$ cat config.mk
export PLATFORM = sky130hd
export DESIGN_NAME = cpu_stack
export DESIGN_NICKNAME = d
export VERILOG_FILES = /design/src/rtl/cpu_defs.sv /design/src/rtl/cpu_stack_regfile.sv /design/src/rtl/cpu_stack.sv
export SDC_FILE = /design/constraint.sdc
export NUM_CORES = 2
export LEC_CHECK = 0
export BUFFER_PORTS_ARGS = -buffer_cell sky130_fd_sc_hd__clkbuf_2
export CAP_MARGIN = 20
export CORE_AREA = 2 2 487 489
export CTS_CLUSTER_DIAMETER = 80
export DETAILED_ROUTE_END_ITERATION = 6
export DIE_AREA = 0 0 489 491
export GPL_TIMING_DRIVEN = 1
export MAX_ROUTING_LAYER = met4
export PLACE_DENSITY_LB_ADDON = 0.12
export SLEW_MARGIN = 30
export SYNTH_ARGS = -nofsm -noshare
export SYNTH_HDL_FRONTEND = slang
export SYNTH_SLANG_ARGS = --single-unit
$ cat constraint.sdc
create_clock -name clk -period 5 [get_ports clk]
set_input_delay 1 -clock clk [delete_from_list [all_inputs] [get_ports clk]]
set_output_delay 1 -clock clk [all_outputs]
set_load 0.005 [all_outputs]
$ cat src/rtl/cpu_defs.sv
// Shared definitions for the stack CPU operand stack.
// Holds the stack entry width, the pop-count encodings and the error bit indices.
package cpu_defs;

  localparam int ST_W = 35;

  typedef enum logic [1:0] {
    ST_POP_NONE = 2'd0,
    ST_POP_ONE  = 2'd1,
    ST_POP_TWO  = 2'd2,
    ST_POP_ILL  = 2'd3
  } st_pop_e;

  localparam int ST_ERR_OVF = 0;
  localparam int ST_ERR_UNF = 1;

endpackage

$ cat src/rtl/cpu_stack_regfile.sv
// Spill array for the operand stack: holds every entry below NOS.
// One synchronous write port and two combinational read ports: rd0 reads
// rd_a_i, rd1 reads rd_a_i-1 so a pop of two can refill both top registers.
// Addresses past the last slot read as zero.
module cpu_stack_regfile
  import cpu_defs::*;
#(
  parameter int DEPTH = 64,
  parameter int AW    = 6
) (
  input  logic            clk,
  input  logic            we_i,
  input  logic [AW-1:0]   wa_i,
  input  logic [ST_W-1:0] wd_i,
  input  logic [AW-1:0]   rd_a_i,
  output logic [ST_W-1:0] rd0_o,
  output logic [ST_W-1:0] rd1_o
);

  localparam logic [AW-1:0] LAST_A = AW'(DEPTH - 3);

  logic [ST_W-1:0] mem_q [0:DEPTH-3];
  logic [AW-1:0]   rd1_a;

  // Write the spilled NOS entry on the clock edge; contents are not reset.
  always_ff @(posedge clk) begin
    if (we_i && (wa_i <= LAST_A)) begin
      mem_q[wa_i] <= wd_i;
    end
  end

  // Combinational reads of the top spill slot and the one below it.
  always_comb begin
    rd1_a = rd_a_i - AW'(1);
    rd0_o = '0;
    rd1_o = '0;
    if (rd_a_i <= LAST_A) rd0_o = mem_q[rd_a_i];
    if (rd1_a  <= LAST_A) rd1_o = mem_q[rd1_a];
  end

endmodule

$ cat src/rtl/cpu_stack.sv
// Operand stack unit for the stack CPU pipeline.
// TOS and NOS live in registers; deeper entries spill into cpu_stack_regfile.
// Stage 2 pops (unless stalled), then the stage 5 push is applied, each edge.
// Optional macro CPU_STACK_ERR_EN adds the sticky st__err output
// (bit 0 overflow, bit 1 underflow/illegal pop) and error messages.
module cpu_stack
  import cpu_defs::*;
#(
  parameter int DEPTH = 64,
  parameter int AW    = 6
) (
  input  logic            clk,
  input  logic            rst_b,
  input  logic            stall_2a,
  input  logic [1:0]      st__pop_2a,
  input  logic            st__push_5a,
  input  logic [ST_W-1:0] st__to_push_5a,
  output logic [ST_W-1:0] st__top_0_2a,
  output logic [ST_W-1:0] st__top_n_2a,
  output logic [AW:0]     st__count,
  output logic            st__empty,
  output logic            st__full
`ifdef CPU_STACK_ERR_EN
  ,
  output logic [1:0]      st__err
`endif
);

  localparam logic [AW:0] DEPTH_C = (AW+1)'(DEPTH);
  localparam logic [AW:0] TWO_C   = (AW+1)'(2);

  logic [AW:0]     count_q, count_d;
  logic [ST_W-1:0] tos_q, tos_d;
  logic [ST_W-1:0] nos_q, nos_d;

  logic [1:0]      pe;
  logic [AW:0]     pe_w;
  logic [AW:0]     c1;
  logic            illegal;
  logic            under;
  logic            ovf;
  logic            push_eff;
  logic [ST_W-1:0] tos_p, nos_p;

  logic            we;
  logic [AW-1:0]   wa;
  logic [AW-1:0]   rd_a;
  logic [ST_W-1:0] rd0, rd1;

  cpu_stack_regfile #(
    .DEPTH(DEPTH),
    .AW   (AW)
  ) u_regfile (
    .clk   (clk),
    .we_i  (we),
    .wa_i  (wa),
    .wd_i  (nos_q),
    .rd_a_i(rd_a),
    .rd0_o (rd0),
    .rd1_o (rd1)
  );

  // Work out the pop phase, then the push phase, giving next TOS/NOS/count.
  always_comb begin
    illegal  = !stall_2a && (st__pop_2a == ST_POP_ILL);
    pe       = stall_2a ? ST_POP_NONE : (illegal ? ST_POP_TWO : st__pop_2a);
    pe_w     = {{(AW-1){1'b0}}, pe};
    under    = pe_w > count_q;
    c1       = under ? '0 : (count_q - pe_w);
    ovf      = st__push_5a && (pe == ST_POP_NONE) && (count_q == DEPTH_C);
    push_eff = st__push_5a && !ovf;
    rd_a     = count_q[AW-1:0] - AW'(3);
    wa       = count_q[AW-1:0] - AW'(2);
    we       = push_eff && (pe == ST_POP_NONE) && (count_q >= TWO_C);

    tos_p = tos_q;
    nos_p = nos_q;
    case (pe)
      ST_POP_ONE: begin
        tos_p = (c1 != '0)    ? nos_q : '0;
        nos_p = (c1 >= TWO_C) ? rd0   : '0;
      end
      ST_POP_TWO: begin
        tos_p = (c1 != '0)    ? rd0 : '0;
        nos_p = (c1 >= TWO_C) ? rd1 : '0;
      end
      default: begin
        tos_p = tos_q;
        nos_p = nos_q;
      end
    endcase

    if (push_eff) begin
      tos_d = st__to_push_5a;
      nos_d = tos_p;
    end else begin
      tos_d = tos_p;
      nos_d = nos_p;
    end
    count_d = c1 + {{AW{1'b0}}, push_eff};
  end

  // Register the stack top and count; reset empties the stack at once.
  always_ff @(posedge clk or negedge rst_b) begin
    if (!rst_b) begin
      count_q <= '0;
      tos_q   <= '0;
      nos_q   <= '0;
    end else begin
      count_q <= count_d;
      tos_q   <= tos_d;
      nos_q   <= nos_d;
    end
  end

  assign st__top_0_2a = tos_q;
  assign st__top_n_2a = nos_q;
  assign st__count    = count_q;
  assign st__empty    = (count_q == '0);
  assign st__full     = (count_q == DEPTH_C);

`ifdef CPU_STACK_ERR_EN
  logic [1:0] err_q;

  // Sticky error flags, cleared only by reset.
  always_ff @(posedge clk or negedge rst_b) begin
    if (!rst_b) begin
      err_q <= '0;
    end else begin
      if (ovf)             err_q[ST_ERR_OVF] <= 1'b1;
      if (under || illegal) err_q[ST_ERR_UNF] <= 1'b1;
    end
  end

  // Report each error event as it happens.
  always @(posedge clk) begin
    if (rst_b && ovf) $display("cpu_stack: overflow, push dropped at count %0d", count_q);
    if (rst_b && (under || illegal)) $display("cpu_stack: underflow or illegal pop %0d at count %0d", st__pop_2a, count_q);
  end

  assign st__err = err_q;
`endif

endmodule
After elaboration in Yosys (flattened, before gate mapping)
Memories as Yosys holds them, arrays and structs flattened.
Index checks and enable logic that the tools add are counted.
{"block": "word_totals", "reg_bits": 77, "ram_bits": 2170, "out_inout_bits": 79, "wordCells": 47, "memories": 1}
{"block": "classes", "addsub": 5, "order_cmp": 6, "n_eq_ne": 4, "mux": 15, "n_reduce_logical": 13}
{"name": "u_regfile.mem_q", "depth": 62, "word_bits": 35, "rd": 2, "rd_clocked_by_memory_dff": 0, "write_ports": 1, "line_no": "cpu_stack_regfile.sv:22", "source": "logic [ST_W-1:0] mem_q [0:DEPTH-3];"}
{"cell": "35-bit 2-to-1 mux", "n": 8}
{"cell": "35-bit one-hot mux with 2 select lines", "n": 2}
{"cell": "6-bit <= comparator, second input constant", "n": 3}
{"cell": "7-bit by 2-bit greater-or-equal comparator with 1-bit output, second input constant", "n": 2}
{"cell": "6-bit by 2-bit subtractor with 6-bit output, second input constant", "n": 2}
{"cell": "7-bit by 1-bit adder with 7-bit output", "n": 1}
{"cell": "7-bit equality test, second input constant", "n": 1}
{"cell": "2-bit by 7-bit > comparator with 1-bit output", "n": 1}
{"cell": "1-bit logical AND", "n": 7}
{"cell": "7-bit zero test", "n": 1}
{"cell": "7-bit 2-to-1 mux", "n": 1}
{"cell": "7-bit nonzero test", "n": 1}
{"cell": "7-bit by 2-bit subtractor with 7-bit output", "n": 1}
{"cell": "6-bit by 1-bit subtractor with 6-bit output, second input constant", "n": 1}
{"cell": "2-bit equality test, second input constant", "n": 2}
{"cell": "2-bit 2-to-1 mux", "n": 2}
{"cell": "3-bit nonzero test", "n": 1}
{"cell": "2-bit by 1-bit equality test with 1-bit output, second input constant", "n": 1}
{"cell": "1-bit zero test", "n": 2}
{"cell": "2-bit zero test", "n": 1}
{"cell": "1-bit 2-to-1 mux", "n": 2}

Depth between registers and ports, before layout
{"block": "depth", "ltp_word": 14, "depth_mapped": 20}

By module
A second synthesis with hierarchy kept.
{"block": "hier_totals", "hier_cells": 5686, "hier_area_um2": 105915.3}
{"module": "cpu_stack_regfile", "n_inst": 1, "cells_each": 5086, "area_per_inst_um2": 100495.1, "seq_area_each_um2": 65162.5}
{"module": "cpu_stack", "n_inst": 1, "cells_each": 600, "area_per_inst_um2": 5420.2, "seq_area_each_um2": 1926.8}

Worst setup path after synthesis
No wires, ideal clock.
{"block": "synth_path", "kind": "register to register", "startpoint": "register count_q[0], in the netlist st__count[0]", "endpoint": "memory u_regfile.mem_q[48][0], enable pin", "t_arrival_ns": 4.680, "path_slack_ns": -0.107, "path_stages_with_launch": 16, "path_buffers": 5, "period_less_slack_ns": 5.107, "path_cell_list": "dfrtp_1 buf_4 buf_2 clkinv_1 clkbuf_1 buf_2 ha_1 nand3_1 o21ai_1 inv_1 clkbuf_1 nand2_1 a21oi_1 and2_1 nand2_1 nor2_1"}
{"block": "synth_via", "elab_chain_cells": 9, "word_cells_on_any_way": 12, "cone_classes": "add/sub (1); order compare (2); eq/ne (1); mux (2); reduce/logical (6)"}
{"item": "from (decl)", "line_no": "cpu_stack.sv:32", "source": "logic [AW:0] count_q, count_d;"}
{"item": "from (signal assigned)", "line_no": "cpu_stack.sv:110", "source": "count_q <= count_d;"}
{"item": "parallel branches: the longest is 9 deep, another holds 6-bit by 2-bit subtractor with 6-bit output"}
{"item": "to (decl)", "line_no": "cpu_stack_regfile.sv:22"}
Several ways; the timed one is not identified.

Worst setup path in the final report
{"block": "layout_path", "startpoint": "register count_q[0], in the netlist st__count[0]", "endpoint": "register nos_q[27], in the netlist st__top_n_2a[27]"}
{"block": "layout_via", "elab_chain_cells": 7, "word_cells_on_any_way": 24, "cone_classes": "add/sub (3); order compare (4); eq/ne (1); mux (10); reduce/logical (5); memory (1)"}
{"item": "6-bit by 2-bit subtractor with 6-bit output", "line_no": "cpu_stack.sv:72", "source": "rd_a = count_q[AW-1:0] - AW'(3);"}
{"item": "6-bit by 1-bit subtractor with 6-bit output", "line_no": "cpu_stack_regfile.sv:34", "source": "rd1_a = rd_a_i - AW'(1);"}
{"item": "memory read 62 x 35 bit / 6-bit <= comparator (equally long branches)"}
{"item": "35-bit 2-to-1 mux", "line_no": "cpu_stack_regfile.sv:38", "source": "if (rd1_a <= LAST_A) rd1_o = mem_q[rd1_a];"}
{"item": "35-bit 2-to-1 mux", "line_no": "cpu_stack.sv:85", "source": "nos_p = (c1 >= TWO_C) ? rd1 : '0;"}
{"item": "35-bit one-hot mux with 2 select lines", "line_no": "cpu_stack.sv:78", "source": "case (pe)"}
{"item": "35-bit 2-to-1 mux", "line_no": "cpu_stack.sv:93", "source": "if (push_eff) begin"}
{"item": "to (signal assigned)", "line_no": "cpu_stack.sv:112", "source": "nos_q <= nos_d;"}
{"item": "to (decl)", "line_no": "cpu_stack.sv:34", "source": "logic [ST_W-1:0] nos_q, nos_d;"}
Parallel ways exist; a longest one is shown, timed or not.
A chain may end at the register's enable or synchronous reset.

==> flow_summary.yaml <==
timing:
  finalCriticalPeriod_ns: 4.349
  final-hold-violation-count: 0
  rsz0062_at_grt: "false"
  fmax_ghz: 0.2299
  slew_headroom_pct: 29.89
  fin_worst_skew_ns: 0.03738
  setup_viol: 0
  worstMarginPinSlew_ns: 1.052
  finalCritPeriodShare_pct: 86.99
  slew_viol_final: 0
  fin_setup_tns_ns: 0
worst_setup_path:
  crit_fanout: 12
  critPathMaxStageDelay_ns: 0.77
  cp-start-kind: "register"
  cp_top_family: "simple AND/OR/NAND/NOR gates"
  critical_path.slowest_cell: "nor2_4"
  crit_top_cell: "o2111ai_1"
  crit_required_ns: 5.70
  worst-setup-path-type: "reg -> reg"
  critical_path.cell_chain: "inv_2 -> ha_4 -> nor2b_1 -> o2111ai_1 -> xnor2_2 -> nor2_4 -> nand3_1 -> o2111ai_1 -> o211ai_1"
  path_buf_inv: 1
  worstPathArrival_ns: 5.05
  cp-end-kind: "register"
yosys:
  synth_top_family_by_area: "multiplexers"
  syn_nets: 5125
  yosysSeqAreaShare_pct: 63.87
  yosysUniqueCellTypes: 81
  avgSynthCellArea_um2: 20.75
  synthXorXnorAreaFrac_pct: 0.2454
  synthArstFlopShare_pct: 3.427
  muxShareOfSynthArea_pct: 28.66
  synth_adder_area_share_pct: 0.2573
  synth_area_um2: 105000
  synth_compound_area_share_pct: 2.715
  synth_edf_count: 2170
  synth_cells: 5063
  yosys_warnings: 0
  ys_ff_latch: 2247
  synthFlopType: "edfxtp_1"
  synth-simple-area-share_pct: 2.237
pwr:
  power_leakage_nw: 37.49
  power_density_nw_per_um2: 784.4
  peakVddDrop_v: 0.0008150
finish:
  syn2layout_area_growth_pct: 13.90
  final_common_cell: "edfxtp_1"
  stdcell_area_um2: 119600
  layout_common_cells: "2170 x edfxtp_1, 1258 x mux4_2, 269 x nand2_1"
  nNetsFinal: 5416
  multi_input_area_um2: 36520
  fillers: 18480
  seqCellArea_um2: 67140
  final_core_util_pct: 51.01
  drive_above_1_share_pct: 40.59
hold_path:
  hp-class: "in -> async"
drt:
  vias: 60660
  drt-total-wl_mm: 353.1
  vias_per_cell: 6.968
  drtIter0Drc: 8685
  firstDrtPassIters: 6
  wl_per_cell_um: 40.56
  route.detailed.drc: 0
  ant_nets: 0
clocking:
  cts_root_buf: "clkbuf_16"
  numCtsBuffers: 236
  clkTransAtPathRegs_ns: 0.06
  cts_setup_buffers: 0
  tritoncts: "built"
  cts_sinks: 2247
  clk_latency_ns: 0.88
  clk_path_buf_depth: 3
  cts.htree.levels: 4
  cts_resized: 0
  cts_hold_buffers: 0
die:
  die_h_um: 491
  ioPinCount: 120
  core.rowCount: 178
  die_area_um2: 240100
  initial_core_util_pct: 44.79
  coreArea_um2: 234500
  die_x_um: 489
place:
  gp_congestion: 0.8777
  hpwl_mm: 207.9
  port_buffers: 119
  dpl_cell_area_um2: 112000
job:
  max_cap_viol_count: 0
grt:
  grt_max_degree: 146
  grt_pass1_wl_mm: 485.6
  first_global_vias: 59170
  antenna_found_initial: 15
  grt_usage_pct: 30.24
  grt_overflow: 0
run_status:
  status: "finished, final reports clean"
==> worst reg2reg max path, delay by kind of cell, from the launching register on <==
kind,cells,cell delay [ns]
xor gates and xnor gates,1,0.29
AOI/OAI and AO/OA,3,0.74
adders and majority gates,1,0.44
DFF,1,0.51
and+or+nand+nor,3,1.84
buffers and inverters,1,0.39
==> flip-flops by register name, indices dropped and copies added, names as in the netlist <==
register	count
st__top_0_2a	35
st__count	7
st__top_n_2a	35
u_regfile.mem_q	2170
==> area by class of cell <==
cell class / instances / share of cell area, %
flip-flops and latches: 2247 / 56.13
well taps: 3150 / 3.295
multi-input cells: 2406 / 30.53
diodes: 6 / 0.01255
inverters: 11 / 0.03451
repair buffers: 452 / 3.666
clock buffers: 297 / 5.233
clock inverters: 137 / 1.106
==> power by group <==
part | internal, W | leakage [nW] | switching, W
combinational | 0.0226 | 13.3 | 0.0285
sequential | 0.0243 | 20.4 | 0.00103
clock | 0.00994 | 3.70 | 0.00744
==> kinds of logic after synthesis <==
logic type               count (synthesis)
flip-flops                            2247
multiplexers                          1425
AND/OR/NAND/NOR                        547
buffers and inverters                  410
AO/OA/AOI/OAI                          390
XOR/XNOR                                23
adder cells (fa/ha/maj)                 21
==> final timing paths <==
kind / end / from / slack (ns) / cells past startpoint
max: st__top_n_2a[27]$_DFFE_PN0P_ / st__count[0]$_DFF_PN0_ / 0.65 / 9
min: st__count[5]$_DFF_PN0_ / rst_b / 0.19 / 1
max reg2reg: st__top_n_2a[27]$_DFFE_PN0P_ / st__count[0]$_DFF_PN0_ / 0.65 / 9
min reg2reg: u_regfile.mem_q[40][29]$_DFFE_PP_ / st__top_n_2a[29]$_DFFE_PN0P_ / 0.56 / 0
max in group asynchronous: st__top_n_2a[21]$_DFFE_PN0P_ / rst_b / 4.03 / 1
min in group clk: st__top_0_2a[2]$_DFF_PN0_ / st__to_push_5a[2] / 0.40 / 3
==> metal layers <==
| layer | wire [um] | vias up | track usage (%) |
|---|---|---|---|
| li1 | - | 22790 | - |
| met1 | 137500 | 33330 | 40.93 |
| met2 | 166600 | 3883 | 45.78 |
| met3 | 34780 | 657 | 6.349 |
| met4 | 14260 | 0 | 10.46 |
| met5 | 0 | - | - |
==> through the flow <==
step | setup WS, ns | cells | hold WS (ns) | total power, W
after CTS | 0.7502 | 8700 | 0.1916 | 0.09444
after detailed placement | 0.4318 | 8266 | 0.5254 | 0.07711
final | 0.6507 | 8706 | 0.1889 | 0.09384
after global routing | 0.5370 | 8704 | 0.2240 | 0.09741
after global placement | 0.3310 | 8265 | 0.5464 | 0.07685
after floorplan | -0.1069 | 5063 | 0.5370 | 0.05920
==> cells in the mapped netlist, types with 58 or more instances <==
cell / n / area share, %
edfxtp_1: 2170 / 62
mux4_2: 1258 / 27
nand2_1: 270 / 0.96
buf_2: 185 / 0.88
nor2_1: 146 / 0.52
clkbuf_1: 103 / 0.37
mux2i_1: 91 / 0.87
dfrtp_1: 77 / 1.8
mux2_2: 76 / 0.81
o211ai_1: 74 / 0.53
a31oi_1: 58 / 0.35
buf_4: 58 / 0.41
No activity file was read; power rests on OpenSTA's default activity.
